File: src/rtl/mult_pkg.sv
// Shared definitions for the shift-and-add multiplier sequencer:
// the datapath width, the number of RUN iterations and the FSM state encoding.
package mult_pkg;

  localparam int WIDTH     = 32;
  localparam int RUN_ITERS = 32;

  typedef enum logic [2:0] {
    IDLE   = 3'd0,
    NEG_A  = 3'd1,
    NEG_B  = 3'd2,
    RUN    = 3'd3,
    NEG_LO = 3'd4,
    NEG_HI = 3'd5,
    DONE   = 3'd6
  } state_t;

endpackage

File: src/rtl/FullAdder.sv
// Single shared WIDTH-bit adder computing a + b + carry_in with carry out;
// every arithmetic step of the multiplier goes through this one instance.
module FullAdder #(
  parameter int WIDTH = 32
) (
  input  logic [WIDTH-1:0] a,
  input  logic [WIDTH-1:0] b,
  input  logic             carry_in,
  output logic [WIDTH-1:0] sum,
  output logic             carry_out
);

  assign {carry_out, sum} = {1'b0, a} + {1'b0, b} + {{WIDTH{1'b0}}, carry_in};

endmodule

File: src/rtl/mult_sequencer.sv
// Iterative 32x32 multiplier (MULT/MULTU) built around one shared adder.
// Define MULT_SIGNED_EN to honour signed_op and build the NEG_* sign-fixup states.
module mult_sequencer #(
  parameter int WIDTH = mult_pkg::WIDTH,
  parameter int CNT_W = 6
) (
  input  logic             clk,
  input  logic             reset,
  input  logic             start,
  input  logic             signed_op,
  input  logic [WIDTH-1:0] operand_a,
  input  logic [WIDTH-1:0] operand_b,
  output logic             busy,
  output logic             done,
  output logic [WIDTH-1:0] hi,
  output logic [WIDTH-1:0] lo
);

  import mult_pkg::*;

  localparam logic [CNT_W-1:0] LAST_CNT = CNT_W'(RUN_ITERS - 1);

  state_t             r_state;
  state_t             w_next;
  logic [WIDTH-1:0]   r_mcand;
  logic [WIDTH-1:0]   r_hi;
  logic [WIDTH-1:0]   r_lo;
  logic [CNT_W-1:0]   r_count;

  logic [WIDTH-1:0]   w_add_a;
  logic [WIDTH-1:0]   w_add_b;
  logic               w_add_cin;
  logic [WIDTH-1:0]   w_sum;
  logic               w_cout;

`ifdef MULT_SIGNED_EN
  logic               r_signed;
  logic               r_sign_diff;
  logic               r_carry;
`else
  logic               w_unused_signed_op;
  assign w_unused_signed_op = signed_op;
`endif

  FullAdder #(.WIDTH(WIDTH)) u_adder (
    .a         (w_add_a),
    .b         (w_add_b),
    .carry_in  (w_add_cin),
    .sum       (w_sum),
    .carry_out (w_cout)
  );

  // Adder operand steering: two's-complement negation in NEG_*, accumulate in RUN
  always_comb begin
    w_add_a   = r_hi;
    w_add_b   = '0;
    w_add_cin = 1'b0;
    case (r_state)
      RUN: begin
        w_add_a = r_hi;
        w_add_b = r_lo[0] ? r_mcand : '0;
      end
`ifdef MULT_SIGNED_EN
      NEG_A: begin
        w_add_a   = ~r_mcand;
        w_add_cin = 1'b1;
      end
      NEG_B, NEG_LO: begin
        w_add_a   = ~r_lo;
        w_add_cin = 1'b1;
      end
      NEG_HI: begin
        w_add_a   = ~r_hi;
        w_add_cin = r_carry;
      end
`endif
      default: ;
    endcase
  end

  always_comb begin
    w_next = r_state;
    case (r_state)
      IDLE: begin
        if (start) begin
`ifdef MULT_SIGNED_EN
          w_next = signed_op ? NEG_A : RUN;
`else
          w_next = RUN;
`endif
        end
      end
`ifdef MULT_SIGNED_EN
      NEG_A:  w_next = NEG_B;
      NEG_B:  w_next = RUN;
      NEG_LO: w_next = NEG_HI;
      NEG_HI: w_next = DONE;
`endif
      RUN: begin
        if (r_count == LAST_CNT) begin
`ifdef MULT_SIGNED_EN
          w_next = r_signed ? NEG_LO : DONE;
`else
          w_next = DONE;
`endif
        end
      end
      DONE:    w_next = IDLE;
      default: w_next = IDLE;
    endcase
  end

  always_ff @(posedge clk) begin
    if (reset) r_state <= IDLE;
    else       r_state <= w_next;
  end

  always_ff @(posedge clk) begin
    if (reset) begin
      r_mcand <= '0;
      r_hi    <= '0;
      r_lo    <= '0;
      r_count <= '0;
`ifdef MULT_SIGNED_EN
      r_signed    <= 1'b0;
      r_sign_diff <= 1'b0;
      r_carry     <= 1'b0;
`endif
    end else begin
      case (r_state)
        IDLE: begin
          if (start) begin
            r_mcand <= operand_a;
            r_lo    <= operand_b;
            r_hi    <= '0;
            r_count <= '0;
`ifdef MULT_SIGNED_EN
            r_signed    <= signed_op;
            r_sign_diff <= operand_a[WIDTH-1] ^ operand_b[WIDTH-1];
`endif
          end
        end
        RUN: begin
          // Carry becomes the new MSB of hi; lo shifts out the consumed multiplier bit
          {r_hi, r_lo} <= {w_cout, w_sum, r_lo[WIDTH-1:1]};
          r_count      <= r_count + 1'b1;
        end
`ifdef MULT_SIGNED_EN
        NEG_A: if (r_mcand[WIDTH-1]) r_mcand <= w_sum;
        NEG_B: if (r_lo[WIDTH-1])    r_lo    <= w_sum;
        NEG_LO: begin
          if (r_sign_diff) begin
            r_lo    <= w_sum;
            r_carry <= w_cout;
          end
        end
        NEG_HI: if (r_sign_diff) r_hi <= w_sum;
`endif
        default: ;
      endcase
    end
  end

  assign busy = (r_state != IDLE);
  assign done = (r_state == DONE);
  assign hi   = r_hi;
  assign lo   = r_lo;

endmodule
File: config.mk
export PLATFORM = sky130hd
export DESIGN_NAME = mult_sequencer
export DESIGN_NICKNAME = d
export VERILOG_FILES = /design/src/rtl/mult_pkg.sv /design/src/rtl/FullAdder.sv /design/src/rtl/mult_sequencer.sv
export SDC_FILE = /design/constraint.sdc
export NUM_CORES = 1
export LEC_CHECK = 0
export BUFFER_PORTS_ARGS = -buffer_cell sky130_fd_sc_hd__buf_4
export CORE_ASPECT_RATIO = 0.9
export CORE_UTILIZATION = 54
export CTS_BUF_LIST = sky130_fd_sc_hd__clkbuf_4 sky130_fd_sc_hd__clkbuf_8 sky130_fd_sc_hd__clkbuf_16
export DETAILED_ROUTE_END_ITERATION = 10
export PLACE_DENSITY = 0.8
export SETUP_SLACK_MARGIN = 0.1
export SLEW_MARGIN = 20
export SYNTH_ARGS = -nofsm -noshare
export SYNTH_HDL_FRONTEND = slang
export SYNTH_SLANG_ARGS = --single-unit
export TNS_END_PERCENT = 5
File: constraint.sdc
create_clock -name clk -period 3.69 [get_ports clk]
set_clock_uncertainty 0.1 [all_clocks]
set_input_delay 0.738 -clock clk [delete_from_list [all_inputs] [get_ports clk]]
set_output_delay 0.738 -clock clk [all_outputs]
set_load 0.01 [all_outputs]
==> run_results.csv, run 1 <==
group,metric,value,unit
sta,slew-limit-headroom,46.26,%
synthesis,synth-edff-count,0,
power,combPwrFrac,12.7,%
final_layout,final_cell_count_no_fill,955,
synthesis,ys_seq_elements,105,
critical_path,crit_path_end_kind,"register",
power,ir_worst_vdd,0.3210,mV
final_layout,area_growth,24.64,%
sta,hold_violations,0,
global_routing,grt_max_degree,80,
power,p_per_area,374.5,mW/mm^2
sta,setup_tns,0,ns
synthesis,synth_most_common_cell,"dfxtp_1",
power,power.total,2.645,mW
routing,drt-total-wl,15.09,mm
critical_path,cp_max_fo,5,
sta,finalCriticalPeriod,3.400,ns
power,p_leak,3.221,nW
synthesis,yosysUniqueCellTypes,62,
synthesis,synth-seq-area-share,37.09,%
synthesis,synth_area_leaders,"dfxtp_1, ha_1, nand2_1, a21oi_1, nor2_1",
critical_path,max_stage_delay,0.41,ns
power,intPower,1.973,mW
synthesis,synth_commonest_cells,"dfxtp_1, nand2_1, nor2_1",
critical_path,arrival,3.58,ns
synthesis,synth_compound_area_share,23.16,%
clock_tree,insertion_delay,0.36,ns
global_routing,grt_use_total,28.20,%
final_layout,n_antenna_cell,0,
clock_tree,cts_sinks,105,
clock_tree,clockRootBuffer,"clkbuf_16",
sta,rsz0062_at_grt,"yes",
sta,fmax,294.1,MHz
floorplanning,die_w,110.0,um
min_path,hold_path_class,"reg -> reg",
critical_path,startpoint_type,"register",
sta,worst_pin_slew,0.8061,ns
sta,finalSetupViolations,0,
synthesis,synth_top_family_by_area,"simple AND/OR/NAND/NOR gates",
synthesis,syn_area,0.005667,sq mm
power,p_seq_share,46.8,%
routing,postRouteAntennaNets,0,
synthesis,synthXorXnorAreaFrac,4.019,%
clock_tree,clkTransAtPathRegs,0.07,ns
synthesis,async_reset_ff_share,0,%
clock_tree,cts_tree,"yes",
clock_tree,htreeDepth,3,
synthesis,syn-num-nets,817,
global_routing,grt_overflow,0,
routing,dr.first_iter.drc_count,438,
critical_path,path_class,"reg -> reg",
power,p_clk_share,40.6,%
routing,wire_per_inst,15.80,um
place,place.gp.congestion,0.9018,
floorplanning,core,0.01020,sq mm
routing,drc,0,
synthesis,synth_cells,715,
floorplanning,fp.dieH,99.18,um
run_status,status,"completed",
place,port-buffer-count,132,
critical_path,path_cells,"nand2_1 -> nor2_4 -> and3_1 -> ha_1 -> inv_1 -> fa_1 -> nor2b_2 -> o2111ai_1 -> and3_1 -> o21a_4 -> o31ai_1 -> a21oi_1 -> xor2_1 -> o21ai_0",
synthesis,yosys_warnings,0,
power,p_sw_share,25.39,%
critical_path,critPathSlowestCell,"fa_1",
critical_path,required,3.87,ns
run,max_cap_viol_count,0,
floorplanning,rows,35,
routing,vias,5616,
sta,period_share,92.15,%
synthesis,yosys.area_share.simple,23.63,%
final_layout,nNetsFinal,923,
critical_path,cpMostUsedCell,"and3_1",
global_routing,grt_first_pass_wirelength,24.42,mm
floorplanning,die_area,0.01091,sq mm
global_routing,grt_pass1_vias,5402,
synthesis,yosys.area.top_type,"dfxtp_1",
place,place_inst,938,
routing,viasPerCell,5.881,
sta,whs,0.3538,ns
floorplanning,initial_core_util,55.54,%
floorplanning,io_pins,134,
clock_tree,hold_buffers,0,
critical_path,crit_buf_inv,1,
global_routing,antenna_found_initial,0,
final_layout,drive_above_1_share,22.64,%
clock_tree,numCtsBuffers,9,
critical_path,cp_top_family,"compound AO/OA/AOI/OAI gates",
power,switchingPower,0.6716,mW
synthesis,ys.flop_type,"dfxtp_1",
synthesis,synth_mux_area_share,0,%
routing,first_pass_iters,5,
place,hpwl,10.60,mm
final_layout,fillers,852,
synthesis,synth_top_area_share,37.09,%
sta,slew_violations,0,
clock_tree,clockBufferDepth,2,
synthesis,synthAdderAreaFrac,7.640,%
synthesis,synth_area_per_cell,7.925,sq um
final_layout,fin_util,69.22,%
[repair_timing]
item,in CTS,in global routing
endpoints found under the setup margin,0,12
setup buffers,0,1
hold endpoints to repair,0,0
resized for setup,0,7
[worst reg2reg max path, cell delays in order (launching register included)]
cell and delay, ns:
dfxtp_1 0.40, nand2_1 0.13, nor2_4 0.15, and3_1 0.18
ha_1 0.20, inv_1 0.07, fa_1 0.41, nor2b_2 0.16
o2111ai_1 0.16, and3_1 0.25, o21a_4 0.24, o31ai_1 0.40
a21oi_1 0.16, xor2_1 0.17, o21ai_0 0.16
[metal layers]
metal | share of wire [%] | global-route usage (%) | up-vias
met4 | 2.4 | 10.67 | 0
li1 | - | - | 2766
met5 | 0 | 0 | -
met3 | 4.2 | 4.915 | 30
met2 | 50 | 48.51 | 154
met1 | 44 | 34.83 | 2666
[layout by cell type (no fill, tap or decap), drive strengths merged, types with 4 or more instances in the layout]
| cell type | instances |
|---|---|
| a211oi | 4 |
| a21o | 13 |
| a21oi | 67 |
| a22oi | 11 |
| a41oi | 4 |
| and3 | 36 |
| buf | 144 |
| clkbuf | 11 |
| dfxtp | 105 |
| ha | 33 |
| inv | 12 |
| nand2 | 103 |
| nand3 | 12 |
| nand4 | 5 |
| nor2 | 68 |
| nor2b | 6 |
| nor3 | 39 |
| o211ai | 8 |
| o21a | 6 |
| o21ai | 37 |
| o22ai | 31 |
| or3 | 7 |
| xnor2 | 14 |
| xor2 | 12 |
[logic make-up (layout without fill, tap and decap cells)]
kind of cell	count (synthesis)	in the layout
flops	105	105
simple gates	288	288
buf+inv	59	170
compound gates	203	203
xor+xnor	26	26
fa+ha+maj	34	34
[power by group through the flow]
| stage | Combinational, mW | Sequential (mW) | Clock, mW |
|---|---|---|---|
| after detailed placement | 0.334 | 1.26 | 0 |
| after floorplan | 0.160 | 1.27 | 0 |
| after global routing | 0.369 | 1.24 | 1.12 |
| final | 0.335 | 1.24 | 1.07 |
| after CTS | 0.334 | 1.24 | 1.08 |
| after global placement | 0.324 | 1.26 | 0 |
[state kept, by name, indices dropped and copies added (netlist names)]
name and cells:
r_mcand 32, hi 32, r_state 3, r_count 6
lo 32
[cell type report]
class	count	area, sq um	share of cell area [%]
clock buffer	11	246.5	3.490
clock inverter	5	85.08	1.205
inverter	10	37.54	0.5314
multi-input combinational	551	3344	47.35
sequential	105	2103	29.78
tap	129	161.4	2.285
timing repair buffer	144	1085	15.36
[worst paths after layout]
kind	endpoint	start	slack, ns	cells after the start
worst min-delay path	r_mcand[30]	r_mcand[30]	0.35	2
worst max-delay path	hi[15]	r_state[1]	0.29	14
worst max register to register	hi[15]	r_state[1]	0.29	14
worst min register to register	r_mcand[30]	r_mcand[30]	0.35	2
[stage by stage]
step                      instance area, sq um  setup slack (ns)
after floorplan                           5667            0.3355
after global placement                    6695            0.3683
after detailed placement                  6695            0.2287
after CTS                                 7027            0.1888
after global routing                      7063           0.07757
final                                     7063            0.2898
Power figures use the tool's default switching activity.
==> run 2, diff against run 1 <==
--- a/config.mk
+++ b/config.mk
@@ -7,13 +7,14 @@
 export LEC_CHECK = 0
 export BUFFER_PORTS_ARGS = -buffer_cell sky130_fd_sc_hd__buf_4
 export CORE_ASPECT_RATIO = 0.9
-export CORE_UTILIZATION = 54
+export CORE_UTILIZATION = 55
 export CTS_BUF_LIST = sky130_fd_sc_hd__clkbuf_4 sky130_fd_sc_hd__clkbuf_8 sky130_fd_sc_hd__clkbuf_16
 export DETAILED_ROUTE_END_ITERATION = 10
-export PLACE_DENSITY = 0.8
+export PLACE_DENSITY = 0.81
 export SETUP_SLACK_MARGIN = 0.1
 export SLEW_MARGIN = 20
 export SYNTH_ARGS = -nofsm -noshare
 export SYNTH_HDL_FRONTEND = slang
+export SYNTH_HIERARCHICAL = 1
 export SYNTH_SLANG_ARGS = --single-unit
 export TNS_END_PERCENT = 5
==> run_results.csv, run 2 <==
group,metric,value,unit
synthesis,yosys_warnings,6,
synthesis,yosys.area.top_type,"dfxtp_1",
place,port-buffer-count,132,
critical_path,timing.rr.end,"hi[28]",
min_path,hold_path_class,"reg -> reg",
synthesis,synth_area_per_cell,7.783,sq um
floorplanning,io_pins,134,
global_routing,grt_max_degree,102,
synthesis,ys.flop_type,"dfxtp_1",
synthesis,syn_area,0.005892,sq mm
run_status,violations,"design-rule violations",
place,place.gp.congestion,0.9052,
routing,drc,16,
routing,dr.first_iter.drc_count,584,
clock_tree,hold_buffers,0,
critical_path,cp_max_fo,19,
place,hpwl,11.07,mm
synthesis,synth_cells,757,
critical_path,required,3.87,ns
sta,period_share,94.47,%
global_routing,grt_pass1_vias,5652,
synthesis,yosysUniqueCellTypes,57,
sta,worst_pin_slew,1.084,ns
critical_path,reg2reg_depth,13,
critical_path,setup.worst_path.end,"hi[28]",
floorplanning,rows,35,
clock_tree,clockBufferDepth,2,
global_routing,antenna_found_initial,0,
final_layout,final_cell_mix,"buf_4, nand2_1, a21oi_1",
clock_tree,clkTransAtPathRegs,0.07,ns
synthesis,synth-edff-count,0,
synthesis,async_reset_ff_share,0,%
synthesis,syn-num-nets,859,
routing,drt-total-wl,16.58,mm
sta,hold_violations,0,
critical_path,arrival,3.67,ns
synthesis,synth_most_common_cell,"nand2_1",
synthesis,ys_seq_elements,105,
floorplanning,die_area,0.01113,sq mm
synthesis,synth-seq-area-share,35.68,%
floorplanning,die_w,111.1,um
power,power.total,2.510,mW
critical_path,path_class,"reg -> reg",
routing,vias,6068,
critical_path,rrSetupSlack,0.20,ns
power,p_leak,3.373,nW
final_layout,drive_above_1_share,23.11,%
sta,rsz0062_at_grt,"no",
global_routing,grt_first_pass_wirelength,26.85,mm
clock_tree,clockRootBuffer,"clkbuf_16",
synthesis,synth_area_leaders,"dfxtp_1, a21oi_1, nand2_1, ha_1, nor3_1",
global_routing,grt_overflow,0,
sta,slew-limit-headroom,27.70,%
critical_path,crit_start,"r_state[2]",
floorplanning,initial_core_util,57.01,%
run_status,status,"finished with violations",
final_layout,area_growth,25.59,%
sta,finalSetupViolations,0,
floorplanning,core,0.01033,sq mm
power,p_per_area,339.1,mW/mm^2
sta,finalCriticalPeriod,3.486,ns
clock_tree,htreeDepth,3,
final_layout,fin_util,71.60,%
routing,viasPerCell,6.050,
final_layout,nNetsFinal,972,
critical_path,r2r-start,"r_state[2]",
critical_path,crit_path_end_kind,"register",
power,ir_worst_vdd,0.2389,mV
final_layout,n_antenna_cell,0,
clock_tree,insertion_delay,0.36,ns
synthesis,synth_commonest_cells,"nand2_1, a21oi_1, dfxtp_1",
routing,first_pass_iters,9,
global_routing,grt_use_total,29.65,%
run,max_cap_viol_count,0,
clock_tree,cts_tree,"yes",
critical_path,startpoint_type,"register",
final_layout,layout_commonest_cell,"buf_4",
clock_tree,cts_sinks,105,
sta,fmax,286.9,MHz
sta,slew_violations,0,
synthesis,synth_top_area_share,35.68,%
floorplanning,fp.dieH,100.2,um
clock_tree,numCtsBuffers,9,
routing,postRouteAntennaNets,0,
sta,setup_tns,0,ns
routing,wire_per_inst,16.53,um
-- run 2: logic make-up after synthesis --
group                    count (synthesis)  synth area share (%)
XOR/XNOR                                30                 4.460
flip-flops                             105                 35.68
AO/OA/AOI/OAI                          209                 21.26
multiplexers                             2                0.3610
adder cells (fa/ha/maj)                 34                 7.475
AND/OR/NAND/NOR                        305                 25.23
other                                    1               0.06365
buffers and inverters                   71                 5.479
-- run 2: layout make-up --
cell class                      count  area [sq um]
Clock buffer                       10         239.0
Clock inverter                      5         41.29
Fill cell                         846          2935
Inverter                            8         30.03
Multi-Input combinational cell    582          3563
Sequential cell                   105          2108
Tap cell                          129         161.4
Timing Repair Buffer              164          1256
-- run 2: worst max-delay path, cell delays in order (launching register included) --
cell and delay [ns]:
dfxtp_4 0.37, and3b_4 0.24, buf_12 0.16, and3_1 0.18
ha_1 0.30, and4_4 0.23, nor4b_4 0.30, inv_2 0.06
o311a_4 0.39, or4_1 0.50, a31oi_1 0.22, xor2_1 0.16
nand2_1 0.06, a21oi_1 0.12
-- run 2: stage by stage --
step / area [sq um] / std cells / setup WS [ns] / hold slack, ns
3_5_place_dp: 7002 / 983 / 0.06385 / 0.3432
5_1_grt: 7400 / 1003 / 0.09911 / 0.3694
4_1_cts: 7288 / 998 / 0.1169 / 0.3533
2_1_floorplan: 5908 / 757 / 0.1366 / 0.3319
6_report: 7400 / 1003 / 0.2039 / 0.3520
3_3_place_gp: 7002 / 983 / 0.1263 / 0.3400
-- run 2: metal layers --
layer / wire [um] / GRT usage, % / part of all wire (%) / vias to the layer above
li1: - / - / - / 2971
met1: 7249 / 37.78 / 44 / 2822
met2: 7879 / 50.22 / 48 / 223
met3: 891 / 5.012 / 5.4 / 52
met4: 561 / 12.47 / 3.4 / 0
met5: 0 / 0 / 0 / -
-- run 2: worst min-delay path by stage --
stage | cells after the start | slack [ns] | startpoint | endpoint
floorplan | 2 | 0.33 | r_mcand[10] | r_mcand[10]
global placement | 2 | 0.34 | r_mcand[30] | r_mcand[30]
detailed placement | 2 | 0.34 | r_mcand[20] | r_mcand[20]
CTS | 2 | 0.35 | r_mcand[20] | r_mcand[20]
global route | 2 | 0.37 | r_mcand[0] | r_mcand[0]
finish | 2 | 0.35 | r_mcand[30] | r_mcand[30]
-- run 2: where the power goes --
| group | leakage (nW) | internal, mW | total, mW | switching (mW) |
|---|---|---|---|---|
| Sequential | 0.860 | 1.19 | 1.24 | 0.0457 |
| Clock | 0.125 | 0.477 | 0.924 | 0.446 |
| Combinational | 2.39 | 0.160 | 0.346 | 0.186 |
| Total | 3.37 | 1.83 | 2.51 | 0.678 |
-- run 2: timing repair --
item	4_1_cts	5_1_grt
resized for setup	2	15
setup buffers	0	4
pin swaps	0	6
cloned	0	1
setup endpoints to repair	5	14
